## src/rtl/pipe_ctrl_pkg.sv

```systemverilog
// Shared types and constants for the pipeline stall/flush sequencer.
package pipe_ctrl_pkg;

  typedef enum logic [1:0] {
    PCTRL_RUN    = 2'd0,
    PCTRL_MCWAIT = 2'd1,
    PCTRL_TRAP   = 2'd2
  } pctrl_state_e;

  typedef enum logic [1:0] {
    PC_SEL_SEQ   = 2'b00,
    PC_SEL_REDIR = 2'b01,
    PC_SEL_TRAP  = 2'b10
  } pc_sel_e;

  localparam int unsigned B_IFID  = 0;
  localparam int unsigned B_IDEX  = 1;
  localparam int unsigned B_EXMEM = 2;
  localparam int unsigned B_MEMWB = 3;

  function automatic logic [3:0] bmask(input int unsigned b);
    return 4'(1 << b);
  endfunction

  localparam logic [3:0] M_NONE  = '0;
  localparam logic [3:0] M_ALL   = '1;
  localparam logic [3:0] M_IDEX  = bmask(B_IDEX);
  localparam logic [3:0] M_MEMWB = bmask(B_MEMWB);
  localparam logic [3:0] M_FRONT = bmask(B_IFID) | bmask(B_IDEX);
  localparam logic [3:0] M_BACK  = bmask(B_EXMEM) | bmask(B_MEMWB);

endpackage

```

## src/rtl/pipe_ctrl_if.sv

```systemverilog
// Hazard inputs and pipeline-register controls of the stall/flush sequencer.
interface pipe_ctrl_if #(
  parameter int CNT_W = 32
);
  logic             i_load_use;
  logic             i_redirect;
  logic             i_mc_start;
  logic             i_mc_done;
  logic             i_lsu_stall;
  logic             i_lsu_busy;
  logic             i_trap;
  logic [3:0]       o_en;
  logic [3:0]       o_flush;
  logic             o_pc_en;
  logic [1:0]       o_pc_sel;
  logic             o_mc_go;
  logic             o_mc_kill;
  logic [CNT_W-1:0] o_stall_cnt;

  // master: the sequencer; slave: the pipeline it controls
  modport master (
    input  i_load_use, i_redirect, i_mc_start, i_mc_done,
           i_lsu_stall, i_lsu_busy, i_trap,
    output o_en, o_flush, o_pc_en, o_pc_sel, o_mc_go, o_mc_kill, o_stall_cnt
  );

  modport slave (
    output i_load_use, i_redirect, i_mc_start, i_mc_done,
           i_lsu_stall, i_lsu_busy, i_trap,
    input  o_en, o_flush, o_pc_en, o_pc_sel, o_mc_go, o_mc_kill, o_stall_cnt
  );
endinterface

```

## src/rtl/pipe_ctrl_sat_cnt.sv

```systemverilog
// Saturating up-counter with synchronous active-high clear.
module sat_cnt #(
  parameter int W = 32
) (
  input  logic         i_clk,
  input  logic         i_clr,
  input  logic         i_inc,
  output logic [W-1:0] o_cnt
);

  always_ff @(posedge i_clk) begin
    if (i_clr) begin
      o_cnt <= '0;
    end else if (i_inc && (o_cnt != '1)) begin
      o_cnt <= o_cnt + 1'b1;
    end
  end

endmodule

```

## src/rtl/pipe_ctrl.sv

```systemverilog
// Pipeline stall/flush sequencer: fixed-priority hazard resolution, trap drain
// and a saturating stall-cycle counter.
module pipe_ctrl
  import pipe_ctrl_pkg::*;
#(
  parameter int FLUSH_CYC = 2,
  parameter int CNT_W     = 32
) (
  input  logic       i_clk,
  input  logic       i_rst,
  pipe_ctrl_if.master bus
);

  localparam int DW = (FLUSH_CYC < 1) ? 1 : $clog2(FLUSH_CYC + 1);
  localparam logic [DW-1:0] DRAIN_MAX = DW'(FLUSH_CYC);

  pctrl_state_e  state, state_n;
  logic [DW-1:0] drain;
  logic          drain_clr;
  logic [3:0]    en, flush;
  logic          pc_en;
  pc_sel_e       pc_sel;
  logic          mc_go, mc_kill;
  logic          stall_inc;

  always_ff @(posedge i_clk) begin
    if (i_rst) begin
      state <= PCTRL_RUN;
    end else begin
      state <= state_n;
    end
  end

  always_ff @(posedge i_clk) begin
    if (i_rst || drain_clr) begin
      drain <= '0;
    end else if ((state == PCTRL_TRAP) && (drain != DRAIN_MAX)) begin
      drain <= drain + 1'b1;
    end
  end

  always_comb begin
    state_n   = state;
    drain_clr = 1'b0;
    en        = M_NONE;
    flush     = M_NONE;
    pc_en     = 1'b0;
    pc_sel    = PC_SEL_SEQ;
    mc_go     = 1'b0;
    mc_kill   = 1'b0;

    unique case (state)
      PCTRL_RUN: begin
        if (bus.i_trap) begin
          flush     = M_ALL;
          drain_clr = 1'b1;
          state_n   = PCTRL_TRAP;
        end else if (bus.i_lsu_stall) begin
          flush = M_MEMWB;
        end else if (bus.i_mc_start) begin
          flush   = M_MEMWB;
          mc_go   = 1'b1;
          state_n = PCTRL_MCWAIT;
        end else if (bus.i_redirect) begin
          // wrong-path ID instruction makes redirect win over load-use
          en     = M_BACK;
          flush  = M_FRONT;
          pc_en  = 1'b1;
          pc_sel = PC_SEL_REDIR;
        end else if (bus.i_load_use) begin
          en    = M_BACK;
          flush = M_IDEX;
        end else begin
          en    = M_ALL;
          pc_en = 1'b1;
        end
      end
      PCTRL_MCWAIT: begin
        if (bus.i_trap) begin
          mc_kill   = 1'b1;
          flush     = M_ALL;
          drain_clr = 1'b1;
          state_n   = PCTRL_TRAP;
        end else if (bus.i_mc_done) begin
          en      = M_ALL;
          pc_en   = 1'b1;
          state_n = PCTRL_RUN;
        end else begin
          flush = M_MEMWB;
        end
      end
      PCTRL_TRAP: begin
        flush = M_ALL;
        if ((drain == DRAIN_MAX) && !bus.i_lsu_busy) begin
          pc_en   = 1'b1;
          pc_sel  = PC_SEL_TRAP;
          state_n = PCTRL_RUN;
        end
      end
      default: state_n = PCTRL_RUN;
    endcase

    // reset dominates combinationally so no pulse escapes from MCWAIT/TRAP
    if (i_rst) begin
      en        = M_NONE;
      flush     = M_ALL;
      pc_en     = 1'b0;
      pc_sel    = PC_SEL_SEQ;
      mc_go     = 1'b0;
      mc_kill   = 1'b0;
      drain_clr = 1'b1;
      state_n   = PCTRL_RUN;
    end
  end

  assign bus.o_en      = en & ~flush;
  assign bus.o_flush   = flush;
  assign bus.o_pc_en   = pc_en;
  assign bus.o_pc_sel  = pc_sel;
  assign bus.o_mc_go   = mc_go;
  assign bus.o_mc_kill = mc_kill;

  assign stall_inc = !pc_en && (state != PCTRL_TRAP);

  sat_cnt #(
    .W(CNT_W)
  ) u_stall_cnt (
    .i_clk (i_clk),
    .i_clr (i_rst),
    .i_inc (stall_inc),
    .o_cnt (bus.o_stall_cnt)
  );

endmodule

```

## src/flat_wrapper.sv

```systemverilog
// flat-port wrapper written by rule: the top's interface ports become plain ports
module pipe_ctrl_flat import pipe_ctrl_pkg::*;
#(
  parameter int FLUSH_CYC = 2,
  parameter int CNT_W     = 32
)
  (i_clk, i_rst, bus_i_load_use, bus_i_redirect, bus_i_mc_start, bus_i_mc_done, bus_i_lsu_stall, bus_i_lsu_busy, bus_i_trap, bus_o_en, bus_o_flush, bus_o_pc_en, bus_o_pc_sel, bus_o_mc_go, bus_o_mc_kill, bus_o_stall_cnt);
  pipe_ctrl_if #(.CNT_W(CNT_W)) bus_i ();
  input  logic i_clk;
  input  logic i_rst;
  input wire logic [$bits(bus_i.i_load_use)-1:0] bus_i_load_use;
  input wire logic [$bits(bus_i.i_redirect)-1:0] bus_i_redirect;
  input wire logic [$bits(bus_i.i_mc_start)-1:0] bus_i_mc_start;
  input wire logic [$bits(bus_i.i_mc_done)-1:0] bus_i_mc_done;
  input wire logic [$bits(bus_i.i_lsu_stall)-1:0] bus_i_lsu_stall;
  input wire logic [$bits(bus_i.i_lsu_busy)-1:0] bus_i_lsu_busy;
  input wire logic [$bits(bus_i.i_trap)-1:0] bus_i_trap;
  output wire logic [$bits(bus_i.o_en)-1:0] bus_o_en;
  output wire logic [$bits(bus_i.o_flush)-1:0] bus_o_flush;
  output wire logic [$bits(bus_i.o_pc_en)-1:0] bus_o_pc_en;
  output wire logic [$bits(bus_i.o_pc_sel)-1:0] bus_o_pc_sel;
  output wire logic [$bits(bus_i.o_mc_go)-1:0] bus_o_mc_go;
  output wire logic [$bits(bus_i.o_mc_kill)-1:0] bus_o_mc_kill;
  output wire logic [$bits(bus_i.o_stall_cnt)-1:0] bus_o_stall_cnt;
  assign bus_i.i_load_use = bus_i_load_use;
  assign bus_i.i_redirect = bus_i_redirect;
  assign bus_i.i_mc_start = bus_i_mc_start;
  assign bus_i.i_mc_done = bus_i_mc_done;
  assign bus_i.i_lsu_stall = bus_i_lsu_stall;
  assign bus_i.i_lsu_busy = bus_i_lsu_busy;
  assign bus_i.i_trap = bus_i_trap;
  assign bus_o_en = bus_i.o_en;
  assign bus_o_flush = bus_i.o_flush;
  assign bus_o_pc_en = bus_i.o_pc_en;
  assign bus_o_pc_sel = bus_i.o_pc_sel;
  assign bus_o_mc_go = bus_i.o_mc_go;
  assign bus_o_mc_kill = bus_i.o_mc_kill;
  assign bus_o_stall_cnt = bus_i.o_stall_cnt;
  pipe_ctrl #(.FLUSH_CYC(FLUSH_CYC), .CNT_W(CNT_W)) u_core (.i_clk(i_clk), .i_rst(i_rst), .bus(bus_i));
endmodule
```

## config.mk

```make
export PLATFORM = sky130hd
export DESIGN_NAME = pipe_ctrl_flat
export DESIGN_NICKNAME = d
export VERILOG_FILES = /design/src/rtl/pipe_ctrl_pkg.sv /design/src/rtl/pipe_ctrl_if.sv /design/src/rtl/pipe_ctrl_sat_cnt.sv /design/src/rtl/pipe_ctrl.sv /design/src/flat_wrapper.sv
export SDC_FILE = /design/constraint.sdc
export NUM_CORES = 1
export LEC_CHECK = 0
export ABC_AREA = 1
export ABC_CLOCK_PERIOD_IN_PS = 1900
export BUFFER_PORTS_ARGS = -buffer_cell sky130_fd_sc_hd__buf_2
export CORE_MARGIN = 2
export CORE_UTILIZATION = 50
export DETAILED_ROUTE_END_ITERATION = 6
export PLACE_DENSITY_LB_ADDON = 0.2
export REMOVE_ABC_BUFFERS = 1
export SYNTH_ARGS = -nofsm -noshare
export SYNTH_HDL_FRONTEND = slang
export SYNTH_SLANG_ARGS = --single-unit
```

## constraint.sdc

```tcl
create_clock -name i_clk -period 1.9 [get_ports i_clk]
set_input_delay 0.19 -clock i_clk [delete_from_list [all_inputs] [get_ports i_clk]]
set_output_delay 0.19 -clock i_clk [all_outputs]
set_load 0.02 [all_outputs]
```

==> flow_summary.html, run 1 <==
<table>
<tr><th>Metric</th><th>Value</th></tr>
<tr><th colspan="2">Drt</th></tr>
<tr><td>Vias/cell</td><td>5.03</td></tr>
<tr><td>Number of search-and-repair iterations in the first detailed-routing pass</td><td>4</td></tr>
<tr><td>Count of vias placed by the detailed router</td><td>roughly 2800</td></tr>
<tr><td>Violation count after the first detailed-route iteration</td><td>215</td></tr>
<tr><td>Average routed wire per standard cell</td><td>12.6 microns</td></tr>
<tr><td>Post-route ant nets</td><td>0</td></tr>
<tr><td>Total Routed Length</td><td>~7000 microns</td></tr>
<tr><td>Post-route DRC</td><td>0</td></tr>
<tr><th colspan="2">Placed design</th></tr>
<tr><td>Total instance count after detailed placement</td><td>541</td></tr>
<tr><td>Total of buffers placed on input and output ports</td><td>53</td></tr>
<tr><td>Post-detail-place hpwl</td><td>roughly 5200 microns</td></tr>
<tr><td>Gp weighted congestion</td><td>0.949</td></tr>
<tr><th colspan="2">GRT</th></tr>
<tr><td>Pin count of the biggest net entering global routing</td><td>32</td></tr>
<tr><td>Initial antenna violation count</td><td>0</td></tr>
<tr><td>First-pass GRT wire length</td><td>10900 microns</td></tr>
<tr><td>Number of global-route vias before repair</td><td>around 2400</td></tr>
<tr><td>Global-route usage over all layers</td><td>25.0%</td></tr>
<tr><td>Overall overflow remaining after global route</td><td>0</td></tr>
<tr><th colspan="2">Yosys</th></tr>
<tr><td>Number of warnings printed during yosys synthesis</td><td>0</td></tr>
<tr><td>Parity-gate share of the synthesized area counting xor and xnor cells</td><td>4.81%</td></tr>
<tr><td>Library cells used by synthesis</td><td>29</td></tr>
<tr><td>Syn_area_per_cell</td><td>6.36 sq um</td></tr>
<tr><td>Multiplexer area fraction after synthesis</td><td>0%</td></tr>
<tr><td>Complex-gate fraction of the synthesized area</td><td>10.7%</td></tr>
<tr><td>Post-synthesis share of cell area spent on full adders, half adders and majority gates</td><td>less than 1%</td></tr>
<tr><td>Synth Area in Simple Gates</td><td>48.7%</td></tr>
<tr><td>Combined area of all synthesized cells</td><td>2550 sq um</td></tr>
<tr><td>Main combinational cell family by area after synthesis</td><td>simple AND/OR/NAND/NOR gates</td></tr>
<tr><td>Sequential element share of the synthesized area</td><td>28.3%</td></tr>
<tr><td>Instance count of the mapped netlist</td><td>401</td></tr>
<tr><td>Yosys reg bits</td><td>36</td></tr>
<tr><th colspan="2">Clock network</th></tr>
<tr><td>CTS Root Buffer Type</td><td>sky130_fd_sc_hd__clkbuf_8</td></tr>
<tr><td>Clock latency on the worst-skew pair</td><td>290 ps</td></tr>
<tr><td>CTS H-tree lvls</td><td>2</td></tr>
<tr><td>Clock tree from TritonCTS</td><td>yes</td></tr>
<tr><td>Clock transition at the registers of the reported paths</td><td>70 ps</td></tr>
<tr><td>Number of clock buffers inserted by TritonCTS</td><td>5</td></tr>
<tr><td>Number of clock sinks</td><td>36</td></tr>
<tr><td>Number of hold buffers added after CTS</td><td>0</td></tr>
<tr><td>Clock tree buffer depth</td><td>2</td></tr>
<tr><th colspan="2">Power</th></tr>
<tr><td>Leakage power</td><td>1.42 nW</td></tr>
<tr><td>Worst IR Drop VDD</td><td>approximately 0.00029 V</td></tr>
<tr><td>Power per Cell Area</td><td>about 500 nW/um^2</td></tr>
<tr><th colspan="2">Worst setup path</th></tr>
<tr><td>Classification of the worst setup path</td><td>flip-flop to flip-flop</td></tr>
<tr><td>Capture point of the worst reg-to-reg path</td><td>u_core.u_stall_cnt.o_cnt[31]$_SDFFE_PP0P_</td></tr>
<tr><td>Launching instance or port of the critical path</td><td>u_core.drain[0]$_SDFFE_PP0P_</td></tr>
<tr><td>Arrival @ worst endpoint</td><td>roughly 2000 ps</td></tr>
<tr><td>Data required time at the worst endpoint</td><td>2080 ps</td></tr>
<tr><td>Register-to-register setup slack</td><td>slightly below 90 ps</td></tr>
<tr><td>Worst R2R Start</td><td>u_core.drain[0]$_SDFFE_PP0P_</td></tr>
<tr><td>Depth of the worst register-to-register path</td><td>10</td></tr>
<tr><td>Type of element launching the critical path</td><td>flip-flop</td></tr>
<tr><td>Worst-path fanout max</td><td>15</td></tr>
<tr><td>Crit path capture type</td><td>flip-flop</td></tr>
<tr><th colspan="2">Timing</th></tr>
<tr><td>Final critical delay including setup and external delays</td><td>about 1800 ps</td></tr>
<tr><td>Maximum clock frequency</td><td>approximately 550 MHz</td></tr>
<tr><td>Hold slack final</td><td>170 ps</td></tr>
<tr><td>Final number of hold-violating endpoints</td><td>0</td></tr>
<tr><td>Transition time of the tightest slew-check pin</td><td>roughly 420 ps</td></tr>
<tr><td>Total of endpoints with negative setup slack in the final report</td><td>0</td></tr>
<tr><td>Worst slew margin relative to its limit</td><td>about 70%</td></tr>
<tr><td>Final count of pins violating max slew</td><td>0</td></tr>
<tr><td>Final cycle utilization of the critical path</td><td>between 90% and 100%</td></tr>
<tr><td>Worst Skew</td><td>roughly 6.7 ps</td></tr>
<tr><th colspan="2">Floorplanning</th></tr>
<tr><td>Vertical die dimension</td><td>75.4 microns</td></tr>
<tr><td>Placeable core region</td><td>4820 sq um</td></tr>
<tr><td>Starting utilization of the core area</td><td>52.9%</td></tr>
<tr><td># IOs</td><td>54</td></tr>
<tr><td>Horizontal die dimension</td><td>75.4 microns</td></tr>
<tr><td>Die area</td><td>5680 sq um</td></tr>
<tr><td>Site row count</td><td>25</td></tr>
<tr><th colspan="2">Worst hold path</th></tr>
<tr><td>Worst hold endpoint</td><td>u_core.state[0]$_SDFFE_PP0P_</td></tr>
<tr><td>Class of the tightest hold or removal check</td><td>primary input to flip-flop</td></tr>
<tr><td>Beginning of the worst hold path</td><td>bus_i_trap</td></tr>
<tr><td>Number of cells on the worst hold path</td><td>3</td></tr>
<tr><th colspan="2">Final layout</th></tr>
<tr><td>Most frequent cells in the layout</td><td>sky130_fd_sc_hd__nand2_1, sky130_fd_sc_hd__nor2_1, sky130_fd_sc_hd__buf_2</td></tr>
<tr><td>Share of post-route cells with drive strength above 1</td><td>between 20% and 30%</td></tr>
<tr><td>Most frequent standard cell in the layout excluding fill and tap cells</td><td>sky130_fd_sc_hd__nand2_1</td></tr>
<tr><td>NumNets Final</td><td>494</td></tr>
<tr><td>Cell Count, Final, Fillers Out</td><td>551</td></tr>
<tr><td>Number of filler instances in the final layout</td><td>between 400 and 500</td></tr>
<tr><td>Diode insertion count for antenna repair</td><td>0</td></tr>
<tr><td>Area growth from synthesis to layout</td><td>24.7%</td></tr>
<tr><th colspan="2">Outcome</th></tr>
<tr><td>Run status</td><td>complete, no violations</td></tr>
<tr><th colspan="2">Flow run</th></tr>
<tr><td>Max-cap violations</td><td>0</td></tr>
</table>
## kinds of logic (layout without fill, tap and decap cells)
logic type / after synthesis / in the layout
xor+xnor: 14 / 14
fa+ha+maj: 2 / 2
flops: 36 / 36
compound gates: 45 / 45
buf+inv: 32 / 114
simple gates: 272 / 273
## through the flow
stage	setup slack (ps)	util [%]	cell area [sq um]	setup TNS [ps]	power [W]
6_report	88.3	66.0	3180	0	0.00160
5_1_grt	-23.0	66.0	3180	-86.7	0.00166
4_1_cts	101	65.0	3130	0	0.00158
3_5_place_dp	129	63.1	3040	0	0.00102
3_3_place_gp	186	63.1	3040	0	0.00102
2_1_floorplan	29.3	-	2460	0	0.000928
## state kept, by name (all words and copies together) (netlist names)
signal and flops:
u_core.drain 2, u_core.state 2, u_core.u_stall_cnt.o_cnt 32
## power by group
group / switching [W] / total (W) / internal (W)
sequential: 0.00000987 / 0.000776 / 0.000766
clock: 0.000278 / 0.000574 / 0.000296
combinational: 0.000163 / 0.000245 / 0.0000819
## critical path, cell delays in order (launching register included)
cell	delay, ps
sky130_fd_sc_hd__dfxtp_1	330
sky130_fd_sc_hd__inv_1	60
sky130_fd_sc_hd__ha_1	220
sky130_fd_sc_hd__nand2_2	100
sky130_fd_sc_hd__nor2_1	50
sky130_fd_sc_hd__nor2_1	80
sky130_fd_sc_hd__nand2_1	100
sky130_fd_sc_hd__nand2_4	140
sky130_fd_sc_hd__nand3_2	350
sky130_fd_sc_hd__nand2_1	200
sky130_fd_sc_hd__a21oi_2	70
## synthesized netlist by cell type
cell	count	area share, %
sky130_fd_sc_hd__a21oi_1	27	5.3
sky130_fd_sc_hd__o31ai_1	1	0.29
sky130_fd_sc_hd__buf_12	1	0.79
sky130_fd_sc_hd__nand3_4	1	0.69
sky130_fd_sc_hd__xnor2_1	4	1.4
sky130_fd_sc_hd__nand3_1	4	0.79
sky130_fd_sc_hd__o21a_1	4	1.2
sky130_fd_sc_hd__nand2_1	152	22
sky130_fd_sc_hd__buf_6	4	1.8
sky130_fd_sc_hd__dfxtp_1	36	28
sky130_fd_sc_hd__nor2_1	64	9.4
sky130_fd_sc_hd__a21oi_2	9	3.1
sky130_fd_sc_hd__nand3_2	1	0.39
sky130_fd_sc_hd__inv_1	20	2.9
sky130_fd_sc_hd__xor2_1	10	3.4
sky130_fd_sc_hd__nor3_1	3	0.59
sky130_fd_sc_hd__inv_2	2	0.29
sky130_fd_sc_hd__nand2_4	4	1.8
sky130_fd_sc_hd__nand2_2	15	3.7
sky130_fd_sc_hd__nand3b_1	14	4.1
sky130_fd_sc_hd__ha_1	2	0.98
sky130_fd_sc_hd__or3_1	1	0.25
sky130_fd_sc_hd__nor2_2	2	0.49
sky130_fd_sc_hd__clkbuf_1	4	0.59
sky130_fd_sc_hd__nor2_4	2	0.88
sky130_fd_sc_hd__nand4_1	7	1.7
sky130_fd_sc_hd__buf_1	1	0.15
sky130_fd_sc_hd__o21ai_0	4	0.79
sky130_fd_sc_hd__nor2_8	2	1.6
## worst max-delay path by stage
stage	to	slack (ps)	cells past startpoint
2_1_floorplan	u_core.u_stall_cnt.o_cnt[16]$_SDFFE_PP0P_	30	9
3_3_place_gp	u_core.u_stall_cnt.o_cnt[31]$_SDFFE_PP0P_	190	10
3_5_place_dp	u_core.u_stall_cnt.o_cnt[19]$_SDFFE_PP0P_	130	10
4_1_cts	bus_o_en[0]	100	6
5_1_grt	u_core.u_stall_cnt.o_cnt[3]$_SDFFE_PP0P_	-20	10
6_report	u_core.u_stall_cnt.o_cnt[31]$_SDFFE_PP0P_	90	10
## layout make-up
type	count	area (sq um)	share of cell area, %
Multi-Input combinational cell	334	1680	52.8
Clock buffer	8	90.1	2.83
Timing Repair Buffer	84	522	16.4
Sequential cell	36	721	22.7
Tap cell	67	83.8	2.64
Inverter	22	82.6	2.60
## layer usage
metal | vias up | part of all wire, % | GRT usage, %
li1 | 1441 | - | -
met4 | 0 | 1.1 | 5.85
met3 | 6 | 6.4 | 4.63
met5 | - | 0 | 0
met1 | 1243 | 46 | 34.1
met2 | 83 | 47 | 41.3
## timing repair
item                       4_1_cts  5_1_grt
resized for setup                0        6
setup endpoints to repair        0       34
setup buffers                    0        1
(Power assumes the default switching activity.)
==> run 2, diff against run 1 <==
ABC_AREA = not set   (was 1)
CORE_UTILIZATION = 48   (was 50)
==> run 2 against run 1 <==
  * Largest cell class unchanged
  * Highest routed layer unchanged
  * The flow now finishes with violations (negative setup slack)
  * Clock skew is 5.3 ps higher
  * Fmax shrank 5.5%
  * Via count fell by 13%
==> flow_summary.html, run 2 <==
<table>
<tr><th>Metric</th><th>Value</th></tr>
<tr><th colspan="2">Outcome</th></tr>
<tr><td>Run status</td><td>complete, but fails checks (was complete, no violations)</td></tr>
<tr><td>Violated checks</td><td>negative setup slack</td></tr>
<tr><th colspan="2">Clock network</th></tr>
<tr><td>Number of clock sinks</td><td>36 (unchanged)</td></tr>
<tr><td>CTS H-tree lvls</td><td>2 (unchanged)</td></tr>
<tr><td>Clock transition at the registers of the reported paths</td><td>70 ps (about the same)</td></tr>
<tr><td>Number of hold buffers added after CTS</td><td>0 (unchanged)</td></tr>
<tr><td>CTS Root Buffer Type</td><td>sky130_fd_sc_hd__clkbuf_8 (unchanged)</td></tr>
<tr><td>Number of clock buffers inserted by TritonCTS</td><td>5 (unchanged)</td></tr>
<tr><td>Clock tree from TritonCTS</td><td>yes (unchanged)</td></tr>
<tr><td>Clock latency on the worst-skew pair</td><td>290 ps (about the same)</td></tr>
<tr><td>Clock tree buffer depth</td><td>2 (unchanged)</td></tr>
<tr><th colspan="2">Yosys</th></tr>
<tr><td>Leading post-synthesis cells by instance count</td><td>sky130_fd_sc_hd__dfxtp_1, sky130_fd_sc_hd__a21oi_1, sky130_fd_sc_hd__nor2_1 (was sky130_fd_sc_hd__nand2_1, sky130_fd_sc_hd__nor2_1, sky130_fd_sc_hd__dfxtp_1)</td></tr>
<tr><td>Number of warnings printed during yosys synthesis</td><td>0 (unchanged)</td></tr>
<tr><td>Number of enable flip-flop cells after synthesis</td><td>0 (unchanged)</td></tr>
<tr><td>Most frequent cell after synthesis</td><td>sky130_fd_sc_hd__dfxtp_1 (was sky130_fd_sc_hd__nand2_1)</td></tr>
<tr><td>Sequential element share of the synthesized area</td><td>34.3% (was 28.3%)</td></tr>
<tr><td>Most instantiated flip-flop cell in the synthesis netlist</td><td>sky130_fd_sc_hd__dfxtp_1 (unchanged)</td></tr>
<tr><td>Share of the synthesized area in the top cell type</td><td>34.3% (was 28.3%)</td></tr>
<tr><td>Dominant cell type by area after synthesis</td><td>sky130_fd_sc_hd__dfxtp_1 (unchanged)</td></tr>
<tr><td>Library cells used by synthesis</td><td>42 (was 29)</td></tr>
<tr><td>Synth async-reset ratio</td><td>0% (unchanged)</td></tr>
<tr><td>Cell types with the largest area share after synthesis</td><td>sky130_fd_sc_hd__dfxtp_1, sky130_fd_sc_hd__a21oi_1, sky130_fd_sc_hd__o31ai_1 (was sky130_fd_sc_hd__dfxtp_1, sky130_fd_sc_hd__nand2_1, sky130_fd_sc_hd__nor2_1)</td></tr>
<tr><td>Combined area of all synthesized cells</td><td>2100 sq um (was 2550 sq um)</td></tr>
<tr><td>Syn_area_per_cell</td><td>8.12 sq um (was 6.36 sq um)</td></tr>
<tr><td>Instance count of the mapped netlist</td><td>259 (was 401)</td></tr>
<tr><td>Yosys reg bits</td><td>36 (unchanged)</td></tr>
<tr><th colspan="2">Drt</th></tr>
<tr><td>Post-route ant nets</td><td>0 (unchanged)</td></tr>
<tr><td>Vias/cell</td><td>5.82 (was 5.03)</td></tr>
<tr><td>Count of vias placed by the detailed router</td><td>2420 (was 2773)</td></tr>
<tr><td>Post-route DRC</td><td>0 (unchanged)</td></tr>
<tr><td>Number of search-and-repair iterations in the first detailed-routing pass</td><td>5 (was 4)</td></tr>
<tr><td>Violation count after the first detailed-route iteration</td><td>152 (was 215)</td></tr>
<tr><td>Total Routed Length</td><td>6070 microns (was 6960 microns)</td></tr>
<tr><td>Average routed wire per standard cell</td><td>14.6 microns (was 12.6 microns)</td></tr>
<tr><th colspan="2">Final layout</th></tr>
<tr><td>Area of all placed cells without fillers</td><td>3060 sq um (was 3180 sq um)</td></tr>
<tr><td>Biggest regs</td><td>u_core.u_stall_cnt.o_cnt: 32 flops, u_core.drain: 2 flops, u_core.state: 2 flops (unchanged)</td></tr>
<tr><td>Max reg flops</td><td>32 (unchanged)</td></tr>
<tr><td>Share of post-route cells with drive strength above 1</td><td>43.7% (was 27.3%)</td></tr>
<tr><td>Diode insertion count for antenna repair</td><td>0 (unchanged)</td></tr>
<tr><td>Register ranked first by flip-flop count</td><td>u_core.u_stall_cnt.o_cnt (unchanged)</td></tr>
<tr><td>NumNets Final</td><td>374 (was 494)</td></tr>
<tr><td>Most frequent cells in the layout</td><td>sky130_fd_sc_hd__buf_2, sky130_fd_sc_hd__buf_4, sky130_fd_sc_hd__dfxtp_1 (was sky130_fd_sc_hd__nand2_1, sky130_fd_sc_hd__nor2_1, sky130_fd_sc_hd__buf_2)</td></tr>
<tr><td>Number of filler instances in the final layout</td><td>331 (was 474)</td></tr>
<tr><td>Area growth from synthesis to layout</td><td>45.5% (was 24.7%)</td></tr>
<tr><th colspan="2">Power</th></tr>
<tr><td>Switching fraction of total power</td><td>25.2% (was 28.3%)</td></tr>
<tr><td>Comb pwr share</td><td>12.6% (was 15.3%)</td></tr>
<tr><td>Power dissipated by switching net loads</td><td>0.000421 W (was 0.000451 W)</td></tr>
<tr><td>Internal power</td><td>0.00125 W (was 0.00114 W)</td></tr>
<tr><td>Final Total Pwr</td><td>0.00167 W (was 0.00160 W)</td></tr>
<tr><td>Worst IR Drop VDD</td><td>0.000557 V (was 0.000290 V)</td></tr>
<tr><td>Clock power frac</td><td>40.5% (was 36.0%)</td></tr>
<tr><td>Power per Cell Area</td><td>545 nW/um^2 (was 502 nW/um^2)</td></tr>
<tr><td>Leakage power</td><td>1.23 nW (was 1.42 nW)</td></tr>
<tr><td>Proportion of power drawn by flip-flops and latches</td><td>46.9% (was 48.7%)</td></tr>
<tr><th colspan="2">Timing</th></tr>
<tr><td>Final cycle utilization of the critical path</td><td>101% (was 95.4%)</td></tr>
<tr><td>Final critical delay including setup and external delays</td><td>1920 ps (was 1810 ps)</td></tr>
<tr><td>Total of endpoints with negative setup slack in the final report</td><td>4 (was 0)</td></tr>
<tr><td>Final number of hold-violating endpoints</td><td>0 (unchanged)</td></tr>
<tr><td>Worst slew margin relative to its limit</td><td>71.3% (was 72.1%)</td></tr>
<tr><td>Hold slack final</td><td>191 ps (was 170 ps)</td></tr>
<tr><td>Maximum clock frequency</td><td>522 MHz (was 552 MHz)</td></tr>
<tr><td>Transition time of the tightest slew-check pin</td><td>427 ps (was 419 ps)</td></tr>
<tr><td>Final count of pins violating max slew</td><td>0 (unchanged)</td></tr>
<tr><td>RSZ-0062 raised after global routing</td><td>yes</td></tr>
<tr><td>Worst Setup Slack, final</td><td>-17.3 ps (was 88.3 ps)</td></tr>
<tr><td>Worst Skew</td><td>12.1 ps (was 6.71 ps)</td></tr>
<tr><th colspan="2">Worst setup path</th></tr>
<tr><td>Type of element launching the critical path</td><td>flip-flop (unchanged)</td></tr>
<tr><td>Delay contributed by the slowest stage of the critical path</td><td>450 ps (was 350 ps)</td></tr>
<tr><td>Classification of the worst setup path</td><td>flip-flop to flip-flop (unchanged)</td></tr>
<tr><td>Worst-path fanout max</td><td>7 (was 15)</td></tr>
<tr><td>Arrival @ worst endpoint</td><td>2090 ps (was 1990 ps)</td></tr>
<tr><td>Series of cell instances along the critical path</td><td>nand4_1 &gt; or3_4 &gt; and4bb_4 &gt; clkbuf_16 &gt; or4_1 &gt; a21oi_2 (was inv_1 &gt; ha_1 &gt; nand2_2 &gt; nor2_1 &gt; nor2_1 &gt; nand2_1 &gt; nand2_4 &gt; nand3_2 &gt; nand2_1 &gt; a21oi_2)</td></tr>
<tr><td>Data required time at the worst endpoint</td><td>2070 ps (was 2080 ps)</td></tr>
<tr><td>Slowest cell on the critical path</td><td>sky130_fd_sc_hd__or3_4 (was sky130_fd_sc_hd__nand3_2)</td></tr>
<tr><td>Crit path capture type</td><td>flip-flop (unchanged)</td></tr>
<tr><th colspan="2">Placed design</th></tr>
<tr><td>Gp weighted congestion</td><td>0.853 (was 0.949)</td></tr>
<tr><td>Total of buffers placed on input and output ports</td><td>53 (unchanged)</td></tr>
<tr><td>Placed inst area</td><td>2730 sq um (was 3040 sq um)</td></tr>
<tr><td>Placement-stage worst setup slack</td><td>-50.4 ps (was 129 ps)</td></tr>
<tr><td>Post-detail-place hpwl</td><td>4100 microns (was 5220 microns)</td></tr>
<tr><th colspan="2">GRT</th></tr>
<tr><td>Initial antenna violation count</td><td>0 (unchanged)</td></tr>
<tr><td>Pin count of the biggest net entering global routing</td><td>37 (was 32)</td></tr>
<tr><td>First-pass GRT wire length</td><td>9680 microns (was 10900 microns)</td></tr>
<tr><td>Overall overflow remaining after global route</td><td>0 (unchanged)</td></tr>
<tr><td>Global-route usage over all layers</td><td>23.9% (was 25.0%)</td></tr>
<tr><td>Number of global-route vias before repair</td><td>2197 (was 2385)</td></tr>
<tr><th colspan="2">Floorplanning</th></tr>
<tr><td>Starting utilization of the core area</td><td>49.0% (was 52.9%)</td></tr>
<tr><td>Placeable core region</td><td>4290 sq um (was 4820 sq um)</td></tr>
<tr><td>Die area</td><td>4930 sq um (was 5680 sq um)</td></tr>
<tr><td>Site row count</td><td>24 (was 25)</td></tr>
<tr><td>Horizontal die dimension</td><td>70.2 microns (was 75.4 microns)</td></tr>
<tr><td>Vertical die dimension</td><td>70.2 microns (was 75.4 microns)</td></tr>
<tr><td># IOs</td><td>54 (unchanged)</td></tr>
<tr><th colspan="2">Worst hold path</th></tr>
<tr><td>Class of the tightest hold or removal check</td><td>primary input to flip-flop (unchanged)</td></tr>
<tr><th colspan="2">Flow run</th></tr>
<tr><td>Max-cap violations</td><td>0 (unchanged)</td></tr>
</table>
## run 2: cell count changes in the layout (fill, tap and decap cells not counted), moves of 7 or more
cell	previous run	this run
sky130_fd_sc_hd__nand2_1	151	15
sky130_fd_sc_hd__nor2_1	62	19
sky130_fd_sc_hd__buf_4	28	53
sky130_fd_sc_hd__o31ai_1	1	18
sky130_fd_sc_hd__or4_1	0	16
sky130_fd_sc_hd__inv_1	20	6
sky130_fd_sc_hd__nand2_2	16	2
sky130_fd_sc_hd__nand3b_1	14	0
sky130_fd_sc_hd__xor2_1	10	0
sky130_fd_sc_hd__nor2b_1	0	9
sky130_fd_sc_hd__dfxtp_1	36	28
sky130_fd_sc_hd__nand3_1	4	11
sky130_fd_sc_hd__or3_1	1	8
## run 2: repair_timing
action | in CTS | in global routing
setup endpoints to repair | 22 | 33
buffers inserted | 3 | 5
resized for setup | 8 | 31
endpoints found under the hold margin | 0 | 0
pin swaps | 3 | 11
gates cloned | 0 | 2
## run 2: power groups by stage
stage               Clock, W  Combinational (W)  Sequential [W]
floorplan                  0          0.0000799        0.000806
global placement           0           0.000178        0.000793
detailed placement         0           0.000179        0.000794
CTS                 0.000684           0.000193        0.000781
global route        0.000729           0.000231        0.000785
finish              0.000675           0.000210        0.000783
## run 2: worst max-delay path, delay by kind of cell (launching register included)
family,cells,cell delay (ps)
flip-flops,1,360
AO/OA/AOI/OAI,1,60
buffers and inverters,1,170
AND/OR/NAND/NOR,4,1200
## run 2: layout make-up
class                           count  area [sq um]  area share, %
Tap cell                           52          65.1           2.13
Timing Repair Buffer              112           762           24.9
Clock buffer                        5          68.8           2.25
Sequential cell                    36           736           24.0
Multi-Input combinational cell    202          1360           44.6
Clock inverter                      3          42.5           1.39
Inverter                            6          22.5          0.736
## run 2: layer usage
layer  track usage (%)  part of all wire [%]  up-vias
li1                  -                     -     1193
met1              31.7                    46     1158
met2              39.7                    47       62
met3              4.76                   5.3        7
met4              6.62                   1.4        0
met5                 0                     0        -
## run 2: stage by stage
step	instances	TNS, ps	util [%]
3_5_place_dp	398	-203	63.5
5_1_grt	416	-1090	71.3
2_1_floorplan	243	-5800	-
6_report	416	-44.1	71.3
3_3_place_gp	398	0	63.5
4_1_cts	409	0	67.2
## run 2: cells by family after synthesis
kind of cell	count (synthesis)	synth area share, %
multiplexers	3	2.14
adder cells (fa/ha/maj)	2	1.19
AO/OA/AOI/OAI	74	21.5
buffers and inverters	22	6.25
AND/OR/NAND/NOR	121	34.3
flip-flops	36	34.3
XOR/XNOR	1	0.416
## run 2: final timing paths
check,startpoint,end,slack [ps],cells past startpoint
hold / removal,bus_i_mc_start,u_core.state[0]$_SDFFE_PP0P_,190,3
setup / recovery,u_core.u_stall_cnt.o_cnt[6]$_SDFFE_PP0P_,u_core.u_stall_cnt.o_cnt[17]$_SDFFE_PP0P_,-20,6
hold reg to reg,u_core.u_stall_cnt.o_cnt[22]$_SDFFE_PP0P_,u_core.u_stall_cnt.o_cnt[22]$_SDFFE_PP0P_,500,2
setup reg to reg,u_core.u_stall_cnt.o_cnt[6]$_SDFFE_PP0P_,u_core.u_stall_cnt.o_cnt[17]$_SDFFE_PP0P_,-20,6
==> run 3, diff against run 2 <==
CORE_MARGIN = not set   (was 2)
GPL_ROUTABILITY_DRIVEN = 0   (was not set)
==> run 3 against run 2 <==
  * The flow still finishes with violations (negative setup slack)
  * Critical path depth stayed put
  * Register-to-register slack got worse by 20 ps
  * Global-route usage rose by 0.97 points
  * Non-clock buffer count increased by 3
  * Sequential cell count did not move
  * Clock skew shrank 3.2 ps
  * Fmax fell by 1.1%
  * First-iteration DRC count down 25%
==> flow_summary.html, run 3 (synthesis results as in run 2) <==
<table>
<tr><th>Metric</th><th>Value</th></tr>
<tr><th colspan="2">Final layout</th></tr>
<tr><td>Area used by multi-input combinational logic</td><td>1340 sq um (was 1360 sq um)</td></tr>
<tr><td>Share of post-route cells with drive strength above 1</td><td>41.7% (was 43.7%)</td></tr>
<tr><td>Diode insertion count for antenna repair</td><td>0 (unchanged)</td></tr>
<tr><td>Number of filler instances in the final layout</td><td>321 (was 331)</td></tr>
<tr><td>Cell Count, Final, Fillers Out</td><td>417 (was 416)</td></tr>
<tr><td>Register ranked first by flip-flop count</td><td>u_core.u_stall_cnt.o_cnt (unchanged)</td></tr>
<tr><td>Biggest regs</td><td>u_core.u_stall_cnt.o_cnt: 32 flops, u_core.drain: 2 flops, u_core.state: 2 flops (unchanged)</td></tr>
<tr><td>Area growth from synthesis to layout</td><td>45.3% (was 45.5%)</td></tr>
<tr><td>Fin util</td><td>74.3% (was 71.3%)</td></tr>
<tr><td>NumNets Final</td><td>377 (was 374)</td></tr>
<tr><td>Max reg flops</td><td>32 (unchanged)</td></tr>
<tr><td>Most frequent standard cell in the layout excluding fill and tap cells</td><td>sky130_fd_sc_hd__buf_4</td></tr>
<tr><td>FF/Latch Area</td><td>727 sq um (was 736 sq um)</td></tr>
<tr><td>Most frequent cells in the layout</td><td>sky130_fd_sc_hd__buf_4, sky130_fd_sc_hd__buf_2, sky130_fd_sc_hd__dfxtp_1 (was sky130_fd_sc_hd__buf_2, sky130_fd_sc_hd__buf_4, sky130_fd_sc_hd__dfxtp_1)</td></tr>
<tr><th colspan="2">Worst setup path</th></tr>
<tr><td>Launching instance or port of the critical path</td><td>u_core.u_stall_cnt.o_cnt[7]$_SDFFE_PP0P_ (was u_core.u_stall_cnt.o_cnt[6]$_SDFFE_PP0P_)</td></tr>
<tr><td>Count of buffering cells on the critical path with inverters included</td><td>1 (unchanged)</td></tr>
<tr><td>Arrival @ worst endpoint</td><td>2110 ps (was 2090 ps)</td></tr>
<tr><td>Register-to-register setup slack</td><td>-40 ps (was -20 ps)</td></tr>
<tr><td>Series of cell instances along the critical path</td><td>nand4_1 &gt; or3_4 &gt; and4bb_4 &gt; clkbuf_16 &gt; or3_1 &gt; a21oi_1 (was nand4_1 &gt; or3_4 &gt; and4bb_4 &gt; clkbuf_16 &gt; or4_1 &gt; a21oi_2)</td></tr>
<tr><td>Critical Path Sink</td><td>u_core.u_stall_cnt.o_cnt[8]$_SDFFE_PP0P_ (was u_core.u_stall_cnt.o_cnt[17]$_SDFFE_PP0P_)</td></tr>
<tr><td>Depth of the worst register-to-register path</td><td>6 (unchanged)</td></tr>
<tr><td>Classification of the worst setup path</td><td>flip-flop to flip-flop (unchanged)</td></tr>
<tr><td>Worst R2R Start</td><td>u_core.u_stall_cnt.o_cnt[7]$_SDFFE_PP0P_ (was u_core.u_stall_cnt.o_cnt[6]$_SDFFE_PP0P_)</td></tr>
<tr><td>Worst-path fanout max</td><td>6 (was 7)</td></tr>
<tr><td>Data required time at the worst endpoint</td><td>2070 ps (about the same)</td></tr>
<tr><td>Kind of cell adding the most delay to the critical path</td><td>simple AND/OR/NAND/NOR gates (unchanged)</td></tr>
<tr><td>Slowest cell on the critical path</td><td>sky130_fd_sc_hd__or3_4 (unchanged)</td></tr>
<tr><td>Type of element launching the critical path</td><td>flip-flop (unchanged)</td></tr>
<tr><td>Capture point of the worst reg-to-reg path</td><td>u_core.u_stall_cnt.o_cnt[8]$_SDFFE_PP0P_ (was u_core.u_stall_cnt.o_cnt[17]$_SDFFE_PP0P_)</td></tr>
<tr><td>Depth of the critical timing path with buffers and inverters included</td><td>6 (unchanged)</td></tr>
<tr><td>Crit path capture type</td><td>flip-flop (unchanged)</td></tr>
<tr><td>Delay contributed by the slowest stage of the critical path</td><td>450 ps (about the same)</td></tr>
<tr><th colspan="2">Worst hold path</th></tr>
<tr><td>Beginning of the worst hold path</td><td>bus_i_mc_start (unchanged)</td></tr>
<tr><td>Number of cells on the worst hold path</td><td>3 (unchanged)</td></tr>
<tr><td>Class of the tightest hold or removal check</td><td>primary input to flip-flop (unchanged)</td></tr>
<tr><th colspan="2">Placed design</th></tr>
<tr><td>Total instance count after detailed placement</td><td>398 (unchanged)</td></tr>
<tr><td>Post-detail-place hpwl</td><td>3950 microns (was 4100 microns)</td></tr>
<tr><td>Total of buffers placed on input and output ports</td><td>53 (unchanged)</td></tr>
<tr><th colspan="2">Clock network</th></tr>
<tr><td>Clock tree buffer depth</td><td>2 (unchanged)</td></tr>
<tr><td>Number of clock sinks</td><td>36 (unchanged)</td></tr>
<tr><td>CTS H-tree lvls</td><td>2 (unchanged)</td></tr>
<tr><td>Clock transition at the registers of the reported paths</td><td>70 ps (about the same)</td></tr>
<tr><td>Number of clock buffers inserted by TritonCTS</td><td>5 (unchanged)</td></tr>
<tr><td>Number of hold buffers added after CTS</td><td>0 (unchanged)</td></tr>
<tr><td>Clock tree from TritonCTS</td><td>yes (unchanged)</td></tr>
<tr><td>Clock latency on the worst-skew pair</td><td>300 ps (was 290 ps)</td></tr>
<tr><td>CTS Root Buffer Type</td><td>sky130_fd_sc_hd__clkbuf_8 (unchanged)</td></tr>
<tr><th colspan="2">Timing</th></tr>
<tr><td>Maximum clock frequency</td><td>516 MHz (was 522 MHz)</td></tr>
<tr><td>Final number of hold-violating endpoints</td><td>0 (unchanged)</td></tr>
<tr><td>RSZ-0062 raised after global routing</td><td>yes (unchanged)</td></tr>
<tr><td>Total of endpoints with negative setup slack in the final report</td><td>5 (was 4)</td></tr>
<tr><td>Final count of pins violating max slew</td><td>0 (unchanged)</td></tr>
<tr><td>Worst slew margin relative to its limit</td><td>77.3% (was 71.3%)</td></tr>
<tr><td>Worst Setup Slack, final</td><td>-39.4 ps (was -17.3 ps)</td></tr>
<tr><td>Transition time of the tightest slew-check pin</td><td>341 ps (was 427 ps)</td></tr>
<tr><td>Final cycle utilization of the critical path</td><td>102% (was 101%)</td></tr>
<tr><td>Final critical delay including setup and external delays</td><td>1940 ps (was 1920 ps)</td></tr>
<tr><td>Worst Skew</td><td>8.85 ps (was 12.1 ps)</td></tr>
<tr><th colspan="2">Drt</th></tr>
<tr><td>Post-route ant nets</td><td>0 (unchanged)</td></tr>
<tr><td>Count of vias placed by the detailed router</td><td>2431 (was 2420)</td></tr>
<tr><td>Total Routed Length</td><td>6170 microns (was 6070 microns)</td></tr>
<tr><td>Violation count after the first detailed-route iteration</td><td>114 (was 152)</td></tr>
<tr><td>Vias/cell</td><td>5.83 (was 5.82)</td></tr>
<tr><td>Post-route DRC</td><td>0 (unchanged)</td></tr>
<tr><td>Number of search-and-repair iterations in the first detailed-routing pass</td><td>4 (was 5)</td></tr>
<tr><td>Average routed wire per standard cell</td><td>14.8 microns (was 14.6 microns)</td></tr>
<tr><th colspan="2">Flow run</th></tr>
<tr><td>Max-cap violations</td><td>0 (unchanged)</td></tr>
<tr><th colspan="2">GRT</th></tr>
<tr><td>Number of global-route vias before repair</td><td>1984 (was 2197)</td></tr>
<tr><td>First-pass GRT wire length</td><td>8770 microns (was 9680 microns)</td></tr>
<tr><td>Initial antenna violation count</td><td>0 (unchanged)</td></tr>
<tr><td>Overall overflow remaining after global route</td><td>0 (unchanged)</td></tr>
<tr><td>Global-route usage over all layers</td><td>24.9% (was 23.9%)</td></tr>
<tr><td>Pin count of the biggest net entering global routing</td><td>33 (was 37)</td></tr>
<tr><th colspan="2">Power</th></tr>
<tr><td>Power per Cell Area</td><td>544 nW/um^2 (was 545 nW/um^2)</td></tr>
<tr><td>Worst IR Drop VDD</td><td>0.000424 V (was 0.000557 V)</td></tr>
<tr><td>Leakage power</td><td>1.24 nW (was 1.23 nW)</td></tr>
<tr><th colspan="2">Floorplanning</th></tr>
<tr><td>Horizontal die dimension</td><td>68.2 microns (was 70.2 microns)</td></tr>
<tr><td>Site row count</td><td>23 (was 24)</td></tr>
<tr><td>Die area</td><td>4650 sq um (was 4930 sq um)</td></tr>
<tr><td>Vertical die dimension</td><td>68.2 microns (was 70.2 microns)</td></tr>
<tr><td># IOs</td><td>54 (unchanged)</td></tr>
<tr><td>Placeable core region</td><td>4120 sq um (was 4290 sq um)</td></tr>
<tr><td>Starting utilization of the core area</td><td>51.1% (was 49.0%)</td></tr>
<tr><th colspan="2">Outcome</th></tr>
<tr><td>Violated checks</td><td>negative setup slack (unchanged)</td></tr>
<tr><td>Run status</td><td>complete, but fails checks (unchanged)</td></tr>
</table>
## run 3: worst min-delay path by stage
stage          slack, ps                                         to
2_1_floorplan        260   u_core.u_stall_cnt.o_cnt[0]$_SDFFE_PP0P_
3_3_place_gp         480  u_core.u_stall_cnt.o_cnt[27]$_SDFFE_PP0P_
3_5_place_dp         480  u_core.u_stall_cnt.o_cnt[29]$_SDFFE_PP0P_
4_1_cts              230               u_core.state[0]$_SDFFE_PP0P_
5_1_grt              240               u_core.state[0]$_SDFFE_PP0P_
6_report             240               u_core.state[0]$_SDFFE_PP0P_
## run 3: where the power goes
group	switching, W	leakage [nW]	internal (W)	total, W
sequential	0.0000131	0.293	0.000769	0.000782
clock	0.000289	0.0541	0.000388	0.000677
combinational	0.000117	0.895	0.0000860	0.000203
## run 3: what timing repair did
| item | CTS | global route |
|---|---|---|
| pin swaps | 1 | 3 |
| endpoints found under the setup margin | 22 | 29 |
| setup buffers | 1 | 6 |
| cloned | 0 | 4 |
| hold endpoints to repair | 0 | 0 |
| resized for setup | 1 | 23 |
## run 3: layout make-up
cell class,instances,share of cell area (%)
Inverter,6,0.737
Sequential cell,36,23.8
Timing Repair Buffer,115,26.0
Clock inverter,3,1.39
Tap cell,50,2.05
Clock buffer,5,2.25
Multi-Input combinational cell,202,43.8
## run 3: through the flow
stage	setup slack [ps]	TNS (ps)	hold slack, ps	cell area, sq um	power [W]
final	-39.4	-62.9	242	3060	0.00166
after global routing	-76.2	-832	243	3060	0.00173
after CTS	-20.6	-20.6	234	2860	0.00165
after detailed placement	-19.5	-31.1	485	2740	0.000976
after global placement	35.7	0	477	2740	0.000972
after floorplan	-391	-5800	259	1990	0.000886
## run 3: metal layers
layer  global-route usage, %  routed length [microns]  vias up
li1                        -                        -     1208
met1                    32.1                     2720     1122
met2                    39.8                     2970       87
met3                    7.17                      358       14
met4                    7.29                      119        0
met5                       0                        0        -
## run 3: tightest hold or removal path: cells and delay by family
family	cells	cell delay [ps]
and+or+nand+nor	1	130
buffers and inverters	1	110
AOI/OAI and AO/OA	1	70
